--- src/rtl/block_frame_sequencer_if.sv ---
// rtl/block_frame_sequencer_if.sv - fetch/completion/commit handshake bundle for the block frame sequencer
interface block_frame_sequencer_if #(
  parameter int NUM_FRAMES = 8,
  parameter int ADDR_W     = 32
);
  localparam int FRAME_W = $clog2(NUM_FRAMES);

  logic                  alloc_req;
  logic [ADDR_W-1:0]     alloc_addr;
  logic                  alloc_ready;
  logic [FRAME_W-1:0]    alloc_frame;
  logic                  done_valid;
  logic [FRAME_W-1:0]    done_frame;
  logic                  flush_req;
  logic [FRAME_W-1:0]    flush_frame;
  logic                  commit_valid;
  logic [FRAME_W-1:0]    commit_frame;
  logic [ADDR_W-1:0]     commit_addr;
  logic                  commit_ack;
  logic [NUM_FRAMES-1:0] inflight_mask;
  logic [NUM_FRAMES-1:0] flush_mask;
  logic [FRAME_W:0]      occupancy;

  modport master (
    output alloc_req, alloc_addr, done_valid, done_frame, flush_req, flush_frame, commit_ack,
    input  alloc_ready, alloc_frame, commit_valid, commit_frame, commit_addr,
           inflight_mask, flush_mask, occupancy
  );

  modport slave (
    input  alloc_req, alloc_addr, done_valid, done_frame, flush_req, flush_frame, commit_ack,
    output alloc_ready, alloc_frame, commit_valid, commit_frame, commit_addr,
           inflight_mask, flush_mask, occupancy
  );
endinterface

--- src/rtl/block_frame_sequencer.sv ---
// rtl/block_frame_sequencer.sv - in-order block frame allocator, oldest-first commit sequencer and flush squasher
module block_frame_sequencer #(
  parameter int NUM_FRAMES = 8,
  parameter int ADDR_W     = 32
) (
  input  logic                   clk,
  input  logic                   rst_n,
  block_frame_sequencer_if.slave bus
);
  localparam int FRAME_W = $clog2(NUM_FRAMES);
  localparam int CNT_W   = FRAME_W + 1;

  typedef enum logic {C_IDLE, C_WAIT} cstate_e;

  cstate_e               state_q;
  logic [FRAME_W-1:0]    head_q, tail_q;
  logic [CNT_W-1:0]      count_q, count_d;
  logic [NUM_FRAMES-1:0] valid_q, valid_d, done_q, done_d;
  logic [NUM_FRAMES-1:0] flush_mask_q, squash_set;
  logic [ADDR_W-1:0]     addr_q [NUM_FRAMES];
  logic                  commit_valid_q;
  logic [FRAME_W-1:0]    commit_frame_q;
  logic [ADDR_W-1:0]     commit_addr_q;

  logic                  alloc_fire, ack_fire, flush_fire, commit_start;
  logic [FRAME_W-1:0]    flush_dist;

  assign bus.alloc_ready = rst_n && (count_q < CNT_W'(NUM_FRAMES)) && !bus.flush_req;
  assign alloc_fire      = bus.alloc_req && bus.alloc_ready;
  assign ack_fire        = (state_q == C_WAIT) && bus.commit_ack;
  // The head being committed cannot be squashed; the R/D tiles are already writing it.
  assign flush_fire      = bus.flush_req && valid_q[bus.flush_frame] &&
                           !((state_q == C_WAIT) && (bus.flush_frame == head_q));
  assign flush_dist      = bus.flush_frame - head_q;
  assign commit_start    = (state_q == C_IDLE) && valid_q[head_q] && done_q[head_q] &&
                           !(bus.flush_req && (bus.flush_frame == head_q));

  always_comb begin
    squash_set = '0;
    for (int i = 0; i < NUM_FRAMES; i++) begin
      squash_set[i] = flush_fire && valid_q[i] &&
                      (FRAME_W'(FRAME_W'(i) - head_q) >= flush_dist);
    end
  end

  always_comb begin
    valid_d = valid_q;
    done_d  = done_q;
    if (bus.done_valid && valid_q[bus.done_frame]) done_d[bus.done_frame] = 1'b1;
    if (alloc_fire) begin
      valid_d[tail_q] = 1'b1;
      done_d[tail_q]  = 1'b0;
    end
    if (ack_fire) begin
      valid_d[head_q] = 1'b0;
      done_d[head_q]  = 1'b0;
    end
    valid_d = valid_d & ~squash_set;
    done_d  = done_d & ~squash_set;
  end

  always_comb begin
    count_d = count_q;
    if (flush_fire)      count_d = {1'b0, flush_dist};
    else if (alloc_fire) count_d = count_q + CNT_W'(1);
    if (ack_fire)        count_d = count_d - CNT_W'(1);
  end

  always_ff @(posedge clk) begin
    if (!rst_n) begin
      state_q        <= C_IDLE;
      head_q         <= '0;
      tail_q         <= '0;
      count_q        <= '0;
      valid_q        <= '0;
      done_q         <= '0;
      flush_mask_q   <= '0;
      commit_valid_q <= 1'b0;
      commit_frame_q <= '0;
      commit_addr_q  <= '0;
    end else begin
      valid_q      <= valid_d;
      done_q       <= done_d;
      count_q      <= count_d;
      flush_mask_q <= squash_set;
      if (flush_fire)      tail_q <= bus.flush_frame;
      else if (alloc_fire) tail_q <= tail_q + FRAME_W'(1);
      case (state_q)
        C_IDLE: if (commit_start) begin
          state_q        <= C_WAIT;
          commit_valid_q <= 1'b1;
          commit_frame_q <= head_q;
          commit_addr_q  <= addr_q[head_q];
        end
        C_WAIT: if (bus.commit_ack) begin
          state_q        <= C_IDLE;
          commit_valid_q <= 1'b0;
          head_q         <= head_q + FRAME_W'(1);
        end
        default: state_q <= C_IDLE;
      endcase
    end
  end

  always_ff @(posedge clk) begin
    if (alloc_fire) addr_q[tail_q] <= bus.alloc_addr;
  end

  assign bus.alloc_frame   = tail_q;
  assign bus.commit_valid  = commit_valid_q;
  assign bus.commit_frame  = commit_frame_q;
  assign bus.commit_addr   = commit_addr_q;
  assign bus.inflight_mask = valid_q;
  assign bus.flush_mask    = flush_mask_q;
  assign bus.occupancy     = count_q;
endmodule

--- src/flat_wrapper.sv ---
// flat-port wrapper written by rule: the top's interface ports become plain ports
module block_frame_sequencer_flat 
#(
  parameter int NUM_FRAMES = 8,
  parameter int ADDR_W     = 32
)
  (clk, rst_n, bus_alloc_req, bus_alloc_addr, bus_done_valid, bus_done_frame, bus_flush_req, bus_flush_frame, bus_commit_ack, bus_alloc_ready, bus_alloc_frame, bus_commit_valid, bus_commit_frame, bus_commit_addr, bus_inflight_mask, bus_flush_mask, bus_occupancy);
  block_frame_sequencer_if #(.NUM_FRAMES(NUM_FRAMES), .ADDR_W(ADDR_W)) bus_i ();
  input  logic clk;
  input  logic rst_n;
  input wire logic [$bits(bus_i.alloc_req)-1:0] bus_alloc_req;
  input wire logic [$bits(bus_i.alloc_addr)-1:0] bus_alloc_addr;
  input wire logic [$bits(bus_i.done_valid)-1:0] bus_done_valid;
  input wire logic [$bits(bus_i.done_frame)-1:0] bus_done_frame;
  input wire logic [$bits(bus_i.flush_req)-1:0] bus_flush_req;
  input wire logic [$bits(bus_i.flush_frame)-1:0] bus_flush_frame;
  input wire logic [$bits(bus_i.commit_ack)-1:0] bus_commit_ack;
  output wire logic [$bits(bus_i.alloc_ready)-1:0] bus_alloc_ready;
  output wire logic [$bits(bus_i.alloc_frame)-1:0] bus_alloc_frame;
  output wire logic [$bits(bus_i.commit_valid)-1:0] bus_commit_valid;
  output wire logic [$bits(bus_i.commit_frame)-1:0] bus_commit_frame;
  output wire logic [$bits(bus_i.commit_addr)-1:0] bus_commit_addr;
  output wire logic [$bits(bus_i.inflight_mask)-1:0] bus_inflight_mask;
  output wire logic [$bits(bus_i.flush_mask)-1:0] bus_flush_mask;
  output wire logic [$bits(bus_i.occupancy)-1:0] bus_occupancy;
  assign bus_i.alloc_req = bus_alloc_req;
  assign bus_i.alloc_addr = bus_alloc_addr;
  assign bus_i.done_valid = bus_done_valid;
  assign bus_i.done_frame = bus_done_frame;
  assign bus_i.flush_req = bus_flush_req;
  assign bus_i.flush_frame = bus_flush_frame;
  assign bus_i.commit_ack = bus_commit_ack;
  assign bus_alloc_ready = bus_i.alloc_ready;
  assign bus_alloc_frame = bus_i.alloc_frame;
  assign bus_commit_valid = bus_i.commit_valid;
  assign bus_commit_frame = bus_i.commit_frame;
  assign bus_commit_addr = bus_i.commit_addr;
  assign bus_inflight_mask = bus_i.inflight_mask;
  assign bus_flush_mask = bus_i.flush_mask;
  assign bus_occupancy = bus_i.occupancy;
  block_frame_sequencer #(.NUM_FRAMES(NUM_FRAMES), .ADDR_W(ADDR_W)) u_core (.clk(clk), .rst_n(rst_n), .bus(bus_i));
endmodule
--- config.mk ---
export PLATFORM = sky130hd
export DESIGN_NAME = block_frame_sequencer_flat
export DESIGN_NICKNAME = d
export VERILOG_FILES = /design/src/rtl/block_frame_sequencer_if.sv /design/src/rtl/block_frame_sequencer.sv /design/src/flat_wrapper.sv
export SDC_FILE = /design/constraint.sdc
export NUM_CORES = 1
export LEC_CHECK = 0
export ABC_AREA = 1
export ABC_CLOCK_PERIOD_IN_PS = 3650
export CAP_MARGIN = 0
export CORE_AREA = 2 2 156 158
export CTS_CLUSTER_SIZE = 25
export DETAILED_ROUTE_END_ITERATION = 10
export DIE_AREA = 0 0 158 160
export PLACE_DENSITY = 0.89
export RECOVER_POWER = 100
export SLEW_MARGIN = 10
export SYNTH_ARGS = -nofsm -noshare
export SYNTH_HDL_FRONTEND = slang
export SYNTH_SLANG_ARGS = --single-unit
--- constraint.sdc ---
create_clock -name clk -period 3.65 [get_ports clk]
set_clock_uncertainty 0.15 [all_clocks]
set_input_delay 0.9125 -clock clk [delete_from_list [all_inputs] [get_ports clk]]
set_output_delay 0.9125 -clock clk [all_outputs]
set_load 0.005 [all_outputs]
Word-level counts from Yosys, hierarchy flattened
Memory sizes are Yosys's and may differ from the RTL's. A register that Yosys moved wholly into a read port is not among the register bits.
Index checks and enable logic that the tools add are counted.
Widths: inputs -> output; s select.
{"block": "totals", "elab_cells": 124, "ramBits": 256, "latchBits": 0, "romBits": 0, "ff_bits": 39, "n_memories": 1}
{"memory": "u_core.addr_q", "depth": 8, "word_bits": 32, "read_ports": 1, "rd_clocked_by_memory_dff": 1, "write_ports": 1, "line_no": "block_frame_sequencer.sv:20", "rtl": "logic [ADDR_W-1:0] addr_q [NUM_FRAMES];"}
{"block": "classes", "n_reduce_logical": 39, "mul": 0, "add_sub_neg": 13, "eq_ne": 3, "n_div": 0, "shifts": 0, "n_lt_le_gt_ge": 16, "mux": 32, "bitwise": 11}
{"cell": "$and 8x8->8", "n": 5}
{"cell": "$mux 8", "n": 5}
{"cell": "$logic_and 1x1->1", "n": 31}
{"cell": "$ge 3x3->1", "n": 8}
{"cell": "$not 8->8", "n": 3}
{"cell": "$lt 3x4->1 const B", "n": 4}
{"cell": "$or 8x8->8", "n": 2}
{"cell": "$mux 1", "n": 13}
{"cell": "$bmux 1 s3", "n": 4}
{"cell": "$mux 4", "n": 3}
{"cell": "$sub 3x3->3 const A", "n": 4}
{"cell": "$demux 1 s3", "n": 3}
{"cell": "$ge 3x1->1 const B", "n": 3}
{"cell": "$add 3x1->3 const B", "n": 2}
{"cell": "$mux 3", "n": 2}
{"cell": "$reduce_and 2->1", "n": 3}
{"cell": "$sub 1x3->3 const A", "n": 2}
{"cell": "$sub 2x3->3 const A", "n": 2}
{"cell": "$add 4x1->4 const B", "n": 1}
{"cell": "$logic_not 1->1", "n": 4}
{"cell": "$lt 4x4->1 const B", "n": 1}
{"cell": "$pmux 1 s2", "n": 2}
{"cell": "$sub 4x1->4 const B", "n": 1}
{"cell": "$eq 3x3->1", "n": 1}
{"cell": "5 further kinds", "n": 5}

Logic depth before layout (Yosys ltp)
Gate-level depths: netlist of run 1.
{"block": "logic_depth", "ltp_word": 11, "ltp_mapped": 18, "mapped_depth_nobuf": 15}

Least setup slack after synthesis of run 1
No wires, ideal clock.
{"block": "synth_timing", "path_kind": "input-to-reg", "start": "input bus_flush_frame[0]", "end": "register u_core.done_q[6]", "t_arrival_ps": 2655, "path_slack_ps": 730, "setup_ps": 115, "stages": 14, "path_cell_list": "inv_2 ha_1 inv_1 fa_1 inv_1 nand2_1 nand2_1 inv_1 ha_1 nor2_1 a21oi_1 nor2_1 nor3_1 and2_1"}
{"block": "synth_between", "elab_chain_cells": 8, "elab_cells_between_ends": 13, "classes_between": "add/sub (1); order compare (1); eq/ne (1); mux (2); bitwise (2); reduce/logical (6)"}
{"element": "start, declared", "line_no": "flat_wrapper.sv:16", "rtl": "input wire logic [$bits(bus_i.flush_frame)-1:0] bus_flush_frame;"}
{"element": "parallel branches: the longest is 5 deep, another holds $sub 3x3->3"}
{"element": "$logic_and 1x1->1 *", "line_no": "block_frame_sequencer.sv:41", "rtl": "squash_set[i] = flush_fire && valid_q[i] &&"}
{"element": "$not 8->8 *", "line_no": "block_frame_sequencer.sv:59", "rtl": "done_d = done_d & ~squash_set;"}
{"element": "$and 8x8->8 *", "line_no": "block_frame_sequencer.sv:59"}
{"element": "end signal, assigned", "line_no": "block_frame_sequencer.sv:83", "rtl": "done_q <= done_d;"}
{"element": "end, declared", "line_no": "block_frame_sequencer.sv:18", "rtl": "logic [NUM_FRAMES-1:0] valid_q, valid_d, done_q, done_d;"}
Every way passes the cells marked *. The select of a mux whose other input is x is not followed.
A chain may end at the register's enable or synchronous reset.

Worst setup path after layout of run 1
{"block": "layout_timing", "start": "input rst_n", "end": "memory u_core.addr_q[3][22], enable pin"}
{"block": "layout_between", "elab_chain_cells": 5}
{"element": "start, declared", "line_no": "flat_wrapper.sv:10", "rtl": "input logic rst_n;"}
{"element": "$logic_and 1x1->1 (2 in a row)", "line_no": "block_frame_sequencer.sv:28", "rtl": "assign bus.alloc_ready = rst_n && (count_q < CNT_W'(NUM_FRAMES)) && !bus.flush_req;"}
{"element": "$logic_and 1x1->1", "line_no": "block_frame_sequencer.sv:29", "rtl": "assign alloc_fire = bus.alloc_req && bus.alloc_ready;"}
{"element": "$mux 1", "line_no": "block_frame_sequencer.sv:106", "rtl": "if (alloc_fire) addr_q[tail_q] <= bus.alloc_addr;"}
{"element": "$mux 1 (implied by the code)", "line_no": "block_frame_sequencer.sv:106"}
{"element": "end, declared", "line_no": "block_frame_sequencer.sv:20"}
No other way between the ends.

==> reports/summary.md, run 1 <==
### Run status
* **outcome** finished clean

### STA
* **number of failing setup endpoints in the final timing report** 0
* **worst relative slew slack** 0.2784
* **number of max-slew violations in the final report** 0
* **slew at the pin with the worst max-slew slack** 1.082 ns
* **minimum period implied by the final worst setup slack** 3.379 ns
* **total count of hold-check failures in the final report** 0
* **maximum frequency from static timing analysis** 296.0 MHz
* **final worst path period share** 0.9257
* **worst hold margin** 0.3090 ns
* **setup repair after global routing missed its margin** no
* **post-route setup TNS** 0 ns

### Power
* **total chip power** 7.666 mW
* **areal power density over the cells** 481.6 nW/um2
* **worst ir drop on vdd** 441.4 uV
* **Leak Pwr** 5.873 nW

### Routing
* **Wirelength per Cell** 19.98 um
* **total detailed-routing wirelength** 34210 um
* **number of search-and-repair iterations in the first detailed-routing pass** 6
* **DRC** 0
* **initial drt markers** 1105
* **via count** 10010
* **ANT nets after route** 0
* **average vias per placed instance** 5.847

### Yosys
* **yosys warns** 0
* **post-synth cell types** 37
* **part of the Yosys area used for sequential elements** 0.6736
* **number of instances in the synthesized netlist** 1267
* **Synth Net Count** 1333
* **most used flip-flop cell after synthesis** sky130_fd_sc_hd__edfxtp_1
* **flip-flop and latch count after synthesis** 327
* **number of enable flip-flop cells after synthesis** 256
* **syn avg cell area** 10.67 um2
* **Post-Synthesis Cell Area** 13520 um2
* **FFs w/ async S/R, synth** 0

### Global route
* **global-route usage over all layers** 0.2696
* **pin count of the biggest net entering global routing** 111
* **Remaining Overflow, GRT** 0
* **antenna violations before repair** 4
* **vias in the first global route** 9837
* **first-pass GRT wire length** 52220 um

### Layout
* **leading cell type in the layout, fill and taps excluded** sky130_fd_sc_hd__edfxtp_1
* **fraction of layout cells with a size suffix above 1** 0.06069
* **area added between synthesis and finish** 17.73%
* **commonest non-fill, non-tap cells in the layout** 256 x sky130_fd_sc_hd__edfxtp_1, 234 x sky130_fd_sc_hd__nand2_1, 178 x sky130_fd_sc_hd__nor2_1
* **Finished Layout Cells** 1712
* **final design utilization** 0.6683
* **final net count** 1425

### CTS
* **maximum clock path buffer count** 3
* **CTS Hold Buffers Added** 0
* **clock network latency to the later pin of the worst-skew pair** 0.50 ns
* **CTS H-tree lvls** 2
* **Setup Buffers After CTS** 0
* **Resized cells post-CTS** 0
* **CTS clock-pin slew for the worst setup and hold paths** 0.06 ns
* **clk sink count** 327
* **root buffer selected by CTS** sky130_fd_sc_hd__clkbuf_16
* **number of buffers inserted during clock tree synthesis** 34
* **CTS tree** done

### Floorplan
* **floorplan die area** 25280 um2
* **width of the chip** 158 um
* **height of the die** 160 um
* **Site Rows** 57
* **starting density of the core** 0.5677
* **core footprint** 23820 um2
* **count of pins on the block boundary** 104

### Placed design
* **Post-DP HPWL** 19340 um
* **# port buffers** 103
* **dpl cells** 1647
* **RD Place Congestion** 0.8911

### Worst setup path
* **kind of launch point of the worst setup path** primary input
* **Worst setup EP type** register
* **path depth of the worst reg2reg path** 8
* **setup slack, reg-to-reg** 0.68 ns
* **signal arrival time at the worst endpoint** 3.35 ns
* **Reg2Reg Launch Point** u_core.head_q[0]
* **Worst Path Max Fanout** 32
* **reg2reg end** u_core.bus.commit_addr[21]
* **Data required, critical path** 3.62 ns
* **kind of critical path** primary input to register

### Min path
* **destination of the worst hold path** u_core.bus.commit_addr[3]
* **origin of the worst min-delay path** u_core.bus.commit_addr[3]
* **worst min path class** register to register
* **number of stages on the worst hold path** 2

### Run
* **maximum capacitance violations** 0

cell usage after synthesis (all sizes together), types with 2 or more instances:
cell type,instances,area share
ha,21,0.019
xnor2,3,0.0019
nand3b,3,0.0017
nor3,8,0.0030
xor2,2,0.0013
o211ai,6,0.0037
o22ai,36,0.017
nand2,236,0.066
nand4,3,0.0014
a21oi,87,0.032
nand3,75,0.028
dfxtp,71,0.11
a31oi,2,0.00093
buf,33,0.015
o21ai,137,0.051
edfxtp,256,0.57
inv,60,0.017
a41oi,3,0.0019
nor2,179,0.050
clkbuf,37,0.010
how the worst max path moves through the flow:
stage	startpoint	end	slack (ns)	cells after the start
2_1_floorplan	bus_flush_frame[0]	u_core.done_q[6]	0.73	14
3_3_place_gp	bus_flush_frame[0]	u_core.done_q[1]	0.13	12
3_5_place_dp	bus_flush_frame[0]	u_core.done_q[1]	0.09	12
4_1_cts	bus_flush_req	bus_alloc_ready	0.46	3
5_1_grt	rst_n	u_core.addr_q[2][4]	0.21	7
6_report	rst_n	u_core.addr_q[3][22]	0.27	7
worst max-delay path, stage by stage:
cell	delay (ns)
sky130_fd_sc_hd__clkdlybuf4s50_1	0.49
sky130_fd_sc_hd__buf_4	0.23
sky130_fd_sc_hd__nand3_1	0.24
sky130_fd_sc_hd__inv_1	0.38
sky130_fd_sc_hd__nand2_1	0.21
sky130_fd_sc_hd__clkinv_1	0.07
sky130_fd_sc_hd__buf_2	0.78
layout make-up:
class,instances,area (um2)
multi-input cells,809,3841
clock inverters,20,180.2
fillers,1715,7901
clock buffers,41,898.4
inverters,61,231.5
diodes,4,10.01
repair buffers,126,1237
flip-flops and latches,327,9115
well taps,324,405.4
power by group:
part,switching (mW),internal (mW)
Clock,1.37,1.97
Combinational,0.164,0.0964
Sequential,0.0165,4.04
state kept, by name, summed over array words and instances (netlist names):
| signal | count |
|---|---|
| u_core.addr_q | 256 |
| u_core.bus.commit_addr | 32 |
| u_core.bus.flush_mask | 8 |
| u_core.bus.inflight_mask | 8 |
| u_core.done_q | 8 |
| u_core.bus.occupancy | 4 |
| u_core.bus.alloc_frame | 3 |
| u_core.bus.commit_frame | 3 |
| u_core.head_q | 3 |
| u_core.bus.commit_valid | 1 |
| u_core.state_q | 1 |
logic make-up after synthesis:
group	after synthesis	share of synthesized area
AO/OA/AOI/OAI	276	0.1091
XOR/XNOR	5	0.003239
adder cells (fa/ha/maj)	22	0.02091
buffers and inverters	131	0.04173
flip-flops	327	0.6736
AND/OR/NAND/NOR	506	0.1514
metal layers:
metal  part of all wire  track usage  vias to the layer above
met5            0.00038            0                        -
met4              0.018      0.08518                        2
met3              0.090      0.04966                       53
met2               0.52       0.4704                      533
met1               0.38       0.3410                     4802
li1                   -            -                     4620
metrics by stage:
stage / worst slack, ns / instance area, um2
6_report: 0.2713 / 15920
5_1_grt: 0.2071 / 15910
2_1_floorplan: 0.7301 / 13520
4_1_cts: 0.4583 / 16020
3_5_place_dp: 0.08874 / 14940
3_3_place_gp: 0.1346 / 14940
No activity file was read; power rests on OpenSTA's default activity.
==> run 2, diff against run 1 <==
Settings changed: ABC_CLOCK_PERIOD_IN_PS 3650 to 3000, CORE_AREA 2 2 156 158 to 2 2 163 165, DIE_AREA 0 0 158 160 to 0 0 165 167, PLACE_DENSITY 0.89 to 0.86, RECOVER_POWER 100 to 50.
Clock period 3.65 ns to 3 ns, I/O delays scaled along.
==> reports/summary.md, run 2 (synthesis results as in run 1) <==
### Run status
* **outcome** finished clean

### STA
* **slew at the pin with the worst max-slew slack** 0.9173 ns, -0.1651 ns
* **worst relative slew slack** 0.3885, +0.1101
* **minimum period implied by the final worst setup slack** 2.883 ns
* **number of failing setup endpoints in the final timing report** 0, unchanged
* **setup repair after global routing missed its margin** no
* **final worst path period share** 0.9612
* **worst setup margin** 0.1165 ns, -0.1548 ns
* **number of max-slew violations in the final report** 0, unchanged
* **post-route setup TNS** 0 ns, unchanged
* **maximum frequency from static timing analysis** 346.8 MHz
* **worst hold margin** 0.3081 ns, -0.0008880 ns
* **total count of hold-check failures in the final report** 0, unchanged

### Worst setup path
* **crit-path leading delay family** buffers and inverters
* **Reg2Reg Launch Point** u_core.head_q[0]
* **Worst Path Max Fanout** 3, -91%
* **kind of launch point of the worst setup path** primary input
* **Critical path buffers and inverters** 3, -2
* **worst setup path startpoint** rst_n
* **kind of critical path** primary input to primary output
* **Worst setup EP type** primary output
* **Data required, critical path** 2.10 ns, -1.52 ns
* **worst-path cell chain** clkdlybuf4s50_1 > inv_2 > nor3_1 > clkdlybuf4s50_1
* **Critical Path Max Stage Delay** 0.53 ns, -0.25 ns
* **signal arrival time at the worst endpoint** 1.98 ns, -1.37 ns
* **crit-path most repeated cell** sky130_fd_sc_hd__clkdlybuf4s50_1
* **worst-path cell with the longest stage delay** sky130_fd_sc_hd__clkdlybuf4s50_1

### Power
* **Leak Pwr** 5.801 nW, -1.2%
* **total chip power** 9.558 mW, +25%
* **areal power density over the cells** 590.3 nW/um2, +23%
* **worst ir drop on vdd** 726.8 uV, +65%

### Routing
* **routed metal-1 wire length** 13030 um, +1.4%
* **max layer used** met4
* **initial drt markers** 1214, +9.9%
* **metal2 WL** 16820 um, -4.6%
* **via count** 10107, +0.97%
* **routed length on met3** 2950 um, -4.4%
* **ANT nets after route** 0, unchanged
* **Wirelength per Cell** 19.42 um, -2.8%
* **number of search-and-repair iterations in the first detailed-routing pass** 7, +1
* **total detailed-routing wirelength** 33720 um, -1.4%
* **DRC** 0, unchanged
* **average vias per placed instance** 5.822, -0.43%

### CTS
* **number of buffers inserted during clock tree synthesis** 34, unchanged
* **Setup Buffers After CTS** 0, unchanged
* **Resized cells post-CTS** 0, unchanged
* **root buffer selected by CTS** sky130_fd_sc_hd__clkbuf_16
* **maximum clock path buffer count** 3, unchanged
* **CTS clock-pin slew for the worst setup and hold paths** 0.06 ns, about the same
* **CTS tree** done
* **clock network latency to the later pin of the worst-skew pair** 0.52 ns, +0.02 ns
* **CTS H-tree lvls** 2, unchanged
* **CTS Hold Buffers Added** 0, unchanged
* **clk sink count** 327, unchanged

### Global route
* **antenna violations before repair** 1, -3
* **vias in the first global route** 9805, -0.33%
* **Remaining Overflow, GRT** 0, unchanged
* **pin count of the biggest net entering global routing** 130, +17%
* **first-pass GRT wire length** 51830 um, -0.75%
* **global-route usage over all layers** 0.2427, -0.02698

### Placed design
* **# port buffers** 103, unchanged
* **dpl cells** 1672, +1.5%
* **RD Place Congestion** 0.9324, +4.6%
* **Post-DP HPWL** 19420 um, +0.39%
* **worst setup slack after placement** -0.3894 ns, -0.4781 ns

### Run
* **maximum capacitance violations** 0, unchanged

### Layout
* **area added between synthesis and finish** 19.75%
* **fraction of layout cells with a size suffix above 1** 0.07434, +0.01365
* **commonest non-fill, non-tap cells in the layout** 256 x sky130_fd_sc_hd__edfxtp_1, 233 x sky130_fd_sc_hd__nand2_1, 178 x sky130_fd_sc_hd__nor2_1
* **top register by number of flip-flops** u_core.addr_q
* **leading cell type in the layout, fill and taps excluded** sky130_fd_sc_hd__edfxtp_1
* **Finished Layout Cells** 1736, +1.4%
* **Largest register FFs** 256, unchanged
* **final net count** 1439, +0.98%

### Floorplan
* **starting density of the core** 0.5248, -0.04281
* **core footprint** 25760 um2, +8.2%
* **width of the chip** 165 um, +4.4%
* **count of pins on the block boundary** 104, unchanged
* **height of the die** 167 um, +4.4%
* **Site Rows** 59, +3.5%
* **floorplan die area** 27560 um2, +9.0%

### Min path
* **origin of the worst min-delay path** u_core.bus.commit_addr[3]
* **worst min path class** register to register

run 2: cell types whose count changed in the layout (fill, tap and decap cells not counted), moves of 5 or more:
cell and change:
sky130_fd_sc_hd__buf_12 +6, sky130_fd_sc_hd__buf_4 +11, sky130_fd_sc_hd__dlygate4sd3_1 -60, sky130_fd_sc_hd__clkinv_2 -5, sky130_fd_sc_hd__clkbuf_8 +6, sky130_fd_sc_hd__clkdlybuf4s50_1 +60
run 2: final cells by class:
class	instances	area [um2]
Antenna cell	2	5.005
Timing Repair Buffer	140	1420
Tap cell	335	419.2
Inverter	61	231.5
Fill cell	1899	9572
Clock inverter	11	148.9
Clock buffer	51	996.0
Sequential cell	327	9115
Multi-Input combinational cell	809	3856
run 2: power by group:
part	leakage, nW	total [mW]	switching [mW]	internal (mW)
Combinational	2.36	0.343	0.205	0.138
Sequential	2.88	4.94	0.0220	4.92
Clock	0.559	4.27	1.71	2.57
run 2: routing by layer:
| metal | vias to the layer above | GRT usage |
|---|---|---|
| met4 | 0 | 0.08771 |
| li1 | 4630 | - |
| met1 | 4855 | 0.3152 |
| met5 | - | 0 |
| met3 | 91 | 0.04159 |
| met2 | 531 | 0.4094 |
run 2: path summary, 6_finish.rpt:
path / to / slack, ns / cells past startpoint
worst max-delay path: bus_alloc_ready / 0.12 / 4
worst min-delay path: u_core.bus.commit_addr[3] / 0.31 / 2
worst max register to register: u_core.done_q[0] / 0.39 / 10
worst min register to register: u_core.bus.commit_addr[3] / 0.31 / 2
run 2: worst min-delay path, stage by stage (launching register included):
cell                      delay [ns]
sky130_fd_sc_hd__dfxtp_1        0.31
sky130_fd_sc_hd__nand2_1        0.06
sky130_fd_sc_hd__a21oi_1        0.05
run 2: stage by stage:
step                      utilization  area, um2
after CTS                      0.6310      16260
after floorplan                     -      13520
after global routing           0.6284      16190
final                          0.6285      16190
after detailed placement       0.5865      15110
after global placement         0.5865      15110
